==> src/rtl/fml_16_bit_splitter_pkg.sv <==
// Shared definitions for the 32-to-16-bit FML splitter.
// Contents: state encoding, half-select constants, and the beat
// byte-enable helper used by the splitter datapath.
package fml16_pkg;

    typedef enum logic [1:0] {
        IDLE   = 2'd0,
        BEAT_H = 2'd1,
        BEAT_L = 2'd2,
        DONE   = 2'd3
    } state_t;

    localparam logic HALF_HI = 1'b0;
    localparam logic HALF_LO = 1'b1;

    // Reads always fetch a full halfword; writes use the selected half of sel.
    function automatic logic [1:0] beat_be(input logic we, input logic half,
                                           input logic [3:0] sel);
        if (!we)
            return 2'b11;
        else if (half == HALF_HI)
            return sel[3:2];
        else
            return sel[1:0];
    endfunction

endpackage

==> src/rtl/fml_16_bit_splitter_if.sv <==
// Bus interfaces for the FML splitter.
// fml32_if : 32-bit FML single-word port (upstream is master).
//   fml_adr/fml_stb/fml_we/fml_sel/fml_di : master -> slave
//   fml_do/fml_ack                        : slave  -> master
// mem16_if : 16-bit memory/PHY beat port (splitter is master).
//   mem_req/mem_we/mem_adr/mem_be/mem_wdat : master -> slave
//   mem_rdat/mem_ack                       : slave  -> master
interface fml32_if #(
    parameter int ADDR_W = 26
);
    logic [ADDR_W-1:0] fml_adr;
    logic              fml_stb;
    logic              fml_we;
    logic [3:0]        fml_sel;
    logic [31:0]       fml_di;
    logic [31:0]       fml_do;
    logic              fml_ack;

    modport master (
        output fml_adr, fml_stb, fml_we, fml_sel, fml_di,
        input  fml_do, fml_ack
    );

    modport slave (
        input  fml_adr, fml_stb, fml_we, fml_sel, fml_di,
        output fml_do, fml_ack
    );
endinterface

interface mem16_if #(
    parameter int HW_ADDR_W = 25
);
    logic                 mem_req;
    logic                 mem_we;
    logic [HW_ADDR_W-1:0] mem_adr;
    logic [1:0]           mem_be;
    logic [15:0]          mem_wdat;
    logic [15:0]          mem_rdat;
    logic                 mem_ack;

    modport master (
        output mem_req, mem_we, mem_adr, mem_be, mem_wdat,
        input  mem_rdat, mem_ack
    );

    modport slave (
        input  mem_req, mem_we, mem_adr, mem_be, mem_wdat,
        output mem_rdat, mem_ack
    );
endinterface

==> src/rtl/fml_16_bit_splitter.sv <==
// Splits one 32-bit FML single-word transaction into two 16-bit memory
// beats (upper half first), reassembles read data and returns a one-cycle
// FML ack.
// Ports:
//   sys_clk   : system clock
//   sys_rst_n : asynchronous active-low reset
//   fml       : 32-bit FML slave port (fml32_if.slave)
//   mem       : 16-bit memory master port (mem16_if.master)
module fml_16_bit_splitter
    import fml16_pkg::*;
#(
    parameter int ADDR_W    = 26,
    parameter int HW_ADDR_W = ADDR_W - 1
) (
    input  logic     sys_clk,
    input  logic     sys_rst_n,
    fml32_if.slave   fml,
    mem16_if.master  mem
);

    state_t state_q, state_d;

    logic [ADDR_W-3:0] adr_q, adr_d;
    logic              we_q, we_d;
    logic [3:0]        sel_q, sel_d;
    logic [31:0]       di_q, di_d;
    logic [15:0]       rd_hi, rd_lo;

    logic                 req_d, mem_we_d, ack_d, half_d;
    logic [HW_ADDR_W-1:0] mem_adr_d;
    logic [1:0]           mem_be_d;
    logic [15:0]          mem_wdat_d;

    // Byte-address bits [1:0] are not needed on a word-wide FML request.
    logic unused_adr_lsb;
    assign unused_adr_lsb = ^fml.fml_adr[1:0];

    always_comb begin
        state_d = state_q;
        adr_d   = adr_q;
        we_d    = we_q;
        sel_d   = sel_q;
        di_d    = di_q;

        case (state_q)
            IDLE: begin
                if (fml.fml_stb) begin
                    adr_d = fml.fml_adr[ADDR_W-1:2];
                    we_d  = fml.fml_we;
                    sel_d = fml.fml_sel;
                    di_d  = fml.fml_di;
                    if (fml.fml_we && fml.fml_sel == 4'b0000)
                        state_d = DONE;
                    else if (fml.fml_we && fml.fml_sel[3:2] == 2'b00)
                        state_d = BEAT_L;
                    else
                        state_d = BEAT_H;
                end
            end
            BEAT_H: begin
                if (mem.mem_ack) begin
                    if (we_q && sel_q[1:0] == 2'b00)
                        state_d = DONE;
                    else
                        state_d = BEAT_L;
                end
            end
            BEAT_L: begin
                if (mem.mem_ack)
                    state_d = DONE;
            end
            DONE: begin
                state_d = IDLE;
            end
            default: begin
                state_d = IDLE;
            end
        endcase
    end

    // Outputs are decoded from the next state and next capture values, then
    // registered, so they line up with the state register cycle for cycle.
    always_comb begin
        req_d      = (state_d == BEAT_H) || (state_d == BEAT_L);
        half_d     = (state_d == BEAT_L) ? HALF_LO : HALF_HI;
        ack_d      = (state_d == DONE);
        mem_we_d   = 1'b0;
        mem_adr_d  = '0;
        mem_be_d   = '0;
        mem_wdat_d = '0;
        if (req_d) begin
            mem_we_d   = we_d;
            mem_adr_d  = {adr_d, half_d};
            mem_be_d   = beat_be(we_d, half_d, sel_d);
            mem_wdat_d = (half_d == HALF_HI) ? di_d[31:16] : di_d[15:0];
        end
    end

    always_ff @(posedge sys_clk or negedge sys_rst_n) begin
        if (!sys_rst_n) begin
            state_q      <= IDLE;
            adr_q        <= '0;
            we_q         <= 1'b0;
            sel_q        <= '0;
            di_q         <= '0;
            rd_hi        <= '0;
            rd_lo        <= '0;
            mem.mem_req  <= 1'b0;
            mem.mem_we   <= 1'b0;
            mem.mem_adr  <= '0;
            mem.mem_be   <= '0;
            mem.mem_wdat <= '0;
            fml.fml_ack  <= 1'b0;
        end else begin
            state_q      <= state_d;
            adr_q        <= adr_d;
            we_q         <= we_d;
            sel_q        <= sel_d;
            di_q         <= di_d;
            if (state_q == BEAT_H && mem.mem_ack && !we_q)
                rd_hi <= mem.mem_rdat;
            if (state_q == BEAT_L && mem.mem_ack && !we_q)
                rd_lo <= mem.mem_rdat;
            mem.mem_req  <= req_d;
            mem.mem_we   <= mem_we_d;
            mem.mem_adr  <= mem_adr_d;
            mem.mem_be   <= mem_be_d;
            mem.mem_wdat <= mem_wdat_d;
            fml.fml_ack  <= ack_d;
        end
    end

    assign fml.fml_do = {rd_hi, rd_lo};

endmodule

==> src/flat_wrapper.sv <==
// flat-port wrapper written by rule: the top's interface ports become plain ports
module fml_16_bit_splitter_flat import fml16_pkg::*;
#(
    parameter int ADDR_W    = 26,
    parameter int HW_ADDR_W = ADDR_W - 1
)
  (sys_clk, sys_rst_n, fml_fml_adr, fml_fml_stb, fml_fml_we, fml_fml_sel, fml_fml_di, fml_fml_do, fml_fml_ack, mem_mem_req, mem_mem_we, mem_mem_adr, mem_mem_be, mem_mem_wdat, mem_mem_rdat, mem_mem_ack);
  fml32_if #(.ADDR_W(ADDR_W)) fml_i ();
  mem16_if #(.HW_ADDR_W(HW_ADDR_W)) mem_i ();
  input  logic sys_clk;
  input  logic sys_rst_n;
  input wire logic [$bits(fml_i.fml_adr)-1:0] fml_fml_adr;
  input wire logic [$bits(fml_i.fml_stb)-1:0] fml_fml_stb;
  input wire logic [$bits(fml_i.fml_we)-1:0] fml_fml_we;
  input wire logic [$bits(fml_i.fml_sel)-1:0] fml_fml_sel;
  input wire logic [$bits(fml_i.fml_di)-1:0] fml_fml_di;
  output wire logic [$bits(fml_i.fml_do)-1:0] fml_fml_do;
  output wire logic [$bits(fml_i.fml_ack)-1:0] fml_fml_ack;
  output wire logic [$bits(mem_i.mem_req)-1:0] mem_mem_req;
  output wire logic [$bits(mem_i.mem_we)-1:0] mem_mem_we;
  output wire logic [$bits(mem_i.mem_adr)-1:0] mem_mem_adr;
  output wire logic [$bits(mem_i.mem_be)-1:0] mem_mem_be;
  output wire logic [$bits(mem_i.mem_wdat)-1:0] mem_mem_wdat;
  input wire logic [$bits(mem_i.mem_rdat)-1:0] mem_mem_rdat;
  input wire logic [$bits(mem_i.mem_ack)-1:0] mem_mem_ack;
  assign fml_i.fml_adr = fml_fml_adr;
  assign fml_i.fml_stb = fml_fml_stb;
  assign fml_i.fml_we = fml_fml_we;
  assign fml_i.fml_sel = fml_fml_sel;
  assign fml_i.fml_di = fml_fml_di;
  assign fml_fml_do = fml_i.fml_do;
  assign fml_fml_ack = fml_i.fml_ack;
  assign mem_mem_req = mem_i.mem_req;
  assign mem_mem_we = mem_i.mem_we;
  assign mem_mem_adr = mem_i.mem_adr;
  assign mem_mem_be = mem_i.mem_be;
  assign mem_mem_wdat = mem_i.mem_wdat;
  assign mem_i.mem_rdat = mem_mem_rdat;
  assign mem_i.mem_ack = mem_mem_ack;
  fml_16_bit_splitter #(.ADDR_W(ADDR_W), .HW_ADDR_W(HW_ADDR_W)) u_core (.sys_clk(sys_clk), .sys_rst_n(sys_rst_n), .fml(fml_i), .mem(mem_i));
endmodule
==> config.mk <==
export PLATFORM = sky130hd
export DESIGN_NAME = fml_16_bit_splitter_flat
export DESIGN_NICKNAME = d
export VERILOG_FILES = /design/src/rtl/fml_16_bit_splitter_pkg.sv /design/src/rtl/fml_16_bit_splitter_if.sv /design/src/rtl/fml_16_bit_splitter.sv /design/src/flat_wrapper.sv
export SDC_FILE = /design/constraint.sdc
export NUM_CORES = 1
export LEC_CHECK = 0
export ABC_AREA = 1
export ABC_CLOCK_PERIOD_IN_PS = 3700
export CORE_MARGIN = 2
export CORE_UTILIZATION = 52
export CTS_BUF_LIST = sky130_fd_sc_hd__clkbuf_4 sky130_fd_sc_hd__clkbuf_8
export DETAILED_ROUTE_END_ITERATION = 12
export PLACE_DENSITY = 0.95
export SLEW_MARGIN = 0
export SYNTH_ARGS = -nofsm -noshare
export SYNTH_HDL_FRONTEND = slang
export SYNTH_SLANG_ARGS = --single-unit
==> constraint.sdc <==
create_clock -name sys_clk -period 3.7 [get_ports sys_clk]
set_input_delay 0.555 -clock sys_clk [delete_from_list [all_inputs] [get_ports sys_clk]]
set_output_delay 0.555 -clock sys_clk [all_outputs]
set_load 0.005 [all_outputs]
# Word-level counts from Yosys, hierarchy flattened
# Index checks and enable logic that the tools add are counted.
# totals
regBits	141
latch_bits	0
ramBits	0
rom_bits	0
inputBits	83
output_inout_bits	78
word_cells	55
mem_count	0
# classes
add_sub_neg	0
multipliers	0
div	0
magnitude_cmp	0
eq_ne	6
shifts	0
mux	23
bitwise_logic	0
n_reduce_logical	13
# op_table
operator	n
$mux 32	2
$mux 24	2
$mux 16	2
$mux 25	1
$mux 2	8
$eq 2x2->1 const B	4
$mux 4	2
$pmux 2 s4	1
$logic_and 1x1->1	7
$logic_not 2->1	3
$mux 1	5
$eq 2x1->1 const B	2
$logic_not 4->1	1
$logic_not 1->1	1
$logic_or 1x1->1	1

# Longest topological paths before layout
# logic_depth
word_depth	11
mapped_depth	14
mapped_depth_nobuf	12

# Worst setup path before layout
# Ideal clock, no wire load.
# synth_timing
path_type	flip-flop to flip-flop
start	register u_core.state_q[1]
end	register u_core.mem.mem_wdat[10]
setup_time_ns	0.072
arrival_ns	2.142
required_ns	3.628
setup_slack_ns	1.486
stages_incl_launch_ff	11
path_cell_list	dfrtp_1 > nor2_4 > nand2_2 > clkbuf_2 > o221ai_1 > ha_1 > clkbuf_1 > inv_1 > clkbuf_1 > o21ai_0 > nor2_1
# synth_rtl
element	line_no	source
start: declaration	fml_16_bit_splitter.sv:21	state_t state_q, state_d;
start signal: assignment	fml_16_bit_splitter.sv:115	state_q <= state_d;
$eq 2x2->1 (tied with other cells)	fml_16_bit_splitter.sv:45	case (state_q)
$pmux 2 s4 (*)	fml_16_bit_splitter.sv:45	
named net u_core.state_d[1]	fml_16_bit_splitter.sv:21	
$eq 2x1->1 or $eq 2x2->1 (tied branches)	fml_16_bit_splitter.sv:84	req_d = (state_d == BEAT_H) || (state_d == BEAT_L);
$logic_or 1x1->1 (*)	fml_16_bit_splitter.sv:84	
named net u_core.req_d	fml_16_bit_splitter.sv:29	logic req_d, mem_we_d, ack_d, half_d;
$mux 16 (*)	fml_16_bit_splitter.sv:91	if (req_d) begin
named net u_core.mem_wdat_d[10]	fml_16_bit_splitter.sv:32	logic [15:0] mem_wdat_d;
end signal: assignment	fml_16_bit_splitter.sv:128	mem.mem_wdat <= mem_wdat_d;
end: declaration	fml_16_bit_splitter_if.sv:42	output mem_req, mem_we, mem_adr, mem_be, mem_wdat,
# The timed path passes the listed nets; every way through them passes the cells marked *.
# A chain may end at the register's enable or synchronous reset.

# Worst setup path after layout
# layout_timing
start	input fml_fml_stb
end	register u_core.mem.mem_be[1]
# layout_between
elab_chain_len	7
# layout_lines
element	line_no	source
start: declaration	flat_wrapper.sv:13	input wire logic [$bits(fml_i.fml_stb)-1:0] fml_fml_stb;
$mux 2	fml_16_bit_splitter.sv:47	if (fml.fml_stb) begin
$pmux 2 s4	fml_16_bit_splitter.sv:45	
$eq 2x2->1	fml_16_bit_splitter.sv:84, fml_16_bit_splitter.sv:85	
$mux 1	fml_16_bit_splitter.sv:85	half_d = (state_d == BEAT_L) ? HALF_LO : HALF_HI;
$mux 2	fml_16_bit_splitter_pkg.sv:21	else if (half == HALF_HI)
$mux 2	fml_16_bit_splitter_pkg.sv:19	if (!we)
$mux 2 (*)	fml_16_bit_splitter.sv:91	
named net u_core.mem_be_d[1]	fml_16_bit_splitter.sv:31	logic [1:0] mem_be_d;
end signal: assignment	fml_16_bit_splitter.sv:127	mem.mem_be <= mem_be_d;
end: declaration	fml_16_bit_splitter_if.sv:42	
# Marked as above.

==> reports/summary.txt <==
status: finished clean
final setup TNS: 0 ps
final WL: 12,500 um
NetSw: 2190 uW
antenna diode instance count: 0
number of H-tree levels: 4
max-slew violations: 0
CP Data Arrival Time: 2790 ps
Area growth syn-to-layout: 39.6%
Worst Tran Pin Value: 1060 ps
Reg2Reg Setup Slack: 1400 ps
initial antenna violation count: 0
commonest cells after routing, fill and taps aside: clkdlybuf4s50_1, dfrtp_1, nand2_1
Final Cycle Share: 66.6%
DR iter-0 viols: 199
kind of critical path: primary input to flip-flop
routing usage on met2: 41.0%
Setup Skew: 13.1 ps
Synth Cell Area: 5320 um^2
Pleak: 0.00358 uW
startpoint types: primary input
Placer Congestion: 0.825
clock tree buffer depth: 2
CTS Sinks: 141
cells after synthesis: 545
Avg Cell Area, Syn: 9.76 um^2
total CTS buffers: 17
full die area: 11,100 um^2
switching share of power: 33.9%
TritonRoute pass-1 iters: 4
most used routing layer: met2
YS warnings: 0
remaining global-route overflow: 0
placed cell count: 818
WL per Instance: 14.8 um
asr flop ratio synth: 100%
DP Wirelength: 8330 um
syn_nets: 630
fin crit period: 2460 ps
unrepaired setup endpoints after global routing: false
Non-Filler Instances: 849
Seq. cell area: 3530 um^2
ANT nets after route: 0
Max Fclk: 406 MHz
Row Count: 36
synth unique cells: 22
global-route usage over all layers: 24.1%
first-pass GRT wire length: 20,800 um
# DRC: 0
Root Buffer: clkbuf_8
Sequential Power Share: 38.9%
Setup crit end kind: flip-flop
multi-input logic area: 1440 um^2
Post-synth EDFFs: 0
worst reg2reg path depth: 10
clock latency on the worst-skew pair: 430 ps
Max VDD drop: 505 uV
Comb pwr share: 40.3%
starting density of the core: 53.9%
Die Y: 105 um
Slew headroom: 29.6%
M3 GR Usage: 6.99%
I/O Pins: 161
Nets: 789
Reg2Reg Launch Point: u_core.state_q[1]$_DFF_PN0_
Post-CTS Setup Inserts: 0
final setup vio count: 0
Placeable Area: 9860 um^2
final hold vios: 0
HP Class: primary input to async pin
Cell Pwr Density: 869 nW/um^2
Internal: 4270 uW
Clk pwr share: 20.8%
Worst Setup SP: fml_fml_stb
Synth Register Bits: 141
vias in the first global route: 4,427
Vias per Instance: 4.92
R2R Path End: u_core.mem.mem_be[1]$_DFF_PN0_
most common cell after layout, fill and taps aside: clkdlybuf4s50_1
largest net degree at the start of global routing: 124
Post-CTS Resized: 0
# port buffers: 158
Fillers: 641
Die W: 105 um
register area share after synthesis: 66.3%
Synth Flop Type: dfrtp_1
fraction of layout cells with a size suffix above 1: 9.50%
Clock transition at path regs: 70 ps
CP Data Required Time: 4020 ps
Max-cap violations: 0
M1 GR Usage: 28.8%
crit-path max FO: 20
total number of vias: 4,177
hold_buf cts: 0
CTS tree: built
Worst Setup EP: u_core.mem.mem_be[1]$_DFF_PN0_
[area by class of cell]
| cell class | instances | share of cell area [%] |
|---|---|---|
| clock buffers | 21 | 3.81 |
| clock inverters | 10 | 2.19 |
| inverters | 57 | 2.88 |
| multi-input cells | 322 | 19.3 |
| flip-flops and latches | 141 | 47.5 |
| well taps | 133 | 2.24 |
| repair buffers | 165 | 22.0 |
[layer usage]
metal / vias up / part of all wire (%)
li1: 1987 / -
met1: 2016 / 40
met2: 155 / 52
met3: 19 / 6.4
met4: 0 / 1.4
met5: - / 0
[cells in the mapped netlist (4+ instances only)]
cell type,count,area share [%]
o21ai_1,7,0.66
or2_2,24,2.8
buf_6,4,0.85
buf_2,6,0.56
and2_1,4,0.47
inv_1,56,4.0
dfrtp_1,141,66
o21ai_0,66,6.2
nor2_1,57,4.0
nand3_1,12,1.1
nand2_1,140,9.9
clkbuf_1,11,0.78
[cells by family (layout without fill, tap and decap cells)]
group	after synthesis	count (layout)	share of synthesized area (%)
buf+inv	82	253	6.68
fa+ha+maj	2	2	0.470
flops	141	141	66.3
compound gates	76	76	7.22
simple gates	244	244	19.3
[metrics by stage]
stage | setup slack, ps | cell area, um^2 | hold slack (ps) | utilization [%] | power [uW]
floorplan | 1490 | 5320 | 259 | - | 3890
global placement | 957 | 6980 | 453 | 70.8 | 4940
detailed placement | 818 | 6980 | 464 | 70.8 | 5120
CTS | 1270 | 7430 | 323 | 75.3 | 6500
global route | 999 | 7430 | 395 | 75.3 | 6910
finish | 1240 | 7430 | 292 | 75.3 | 6460
[registers in the layout, indices dropped and copies added (netlist names)]
signal and count:
u_core.state_q 2, u_core.rd_lo 16, u_core.mem.mem_wdat 16, u_core.we_q 1, u_core.fml.fml_ack 1, u_core.adr_q 24
u_core.mem.mem_adr 25, u_core.di_q 32, u_core.mem.mem_we 1, u_core.sel_q 4, u_core.rd_hi 16, u_core.mem.mem_be 2
u_core.mem.mem_req 1
[how the worst min path moves through the flow]
stage / from / to / slack, ps / cells past startpoint
after global routing: sys_rst_n / u_core.mem.mem_adr[22]$_DFF_PN0_ / 400 / 1
final: sys_rst_n / u_core.mem.mem_adr[24]$_DFF_PN0_ / 290 / 1
after detailed placement: u_core.di_q[9]$_DFF_PN0_ / u_core.di_q[9]$_DFF_PN0_ / 460 / 2
after CTS: sys_rst_n / u_core.mem.mem_adr[2]$_DFF_PN0_ / 320 / 1
after global placement: u_core.di_q[15]$_DFF_PN0_ / u_core.di_q[15]$_DFF_PN0_ / 450 / 2
after floorplan: sys_rst_n / u_core.adr_q[0]$_DFF_PN0_ / 260 / 0
[power groups by stage]
| stage | logic (uW) | registers (uW) | clock network, uW |
|---|---|---|---|
| global route | 2900 | 2570 | 1440 |
| floorplan | 1370 | 2520 | 0 |
| CTS | 2620 | 2510 | 1370 |
| finish | 2610 | 2510 | 1340 |
| global placement | 2450 | 2480 | 0 |
| detailed placement | 2590 | 2530 | 0 |
[critical path: stages]
cell	delay (ps)
clkdlybuf4s50_1	540
nand2_2	150
nor2_4	40
nand2_1	50
o21ai_0	70
nor3_1	230
ha_1	190
buf_4	250
inv_1	300
nand3_1	200
nand3_1	90
nand2_1	70
inv_1	50
Power figures use the tool's default switching activity.
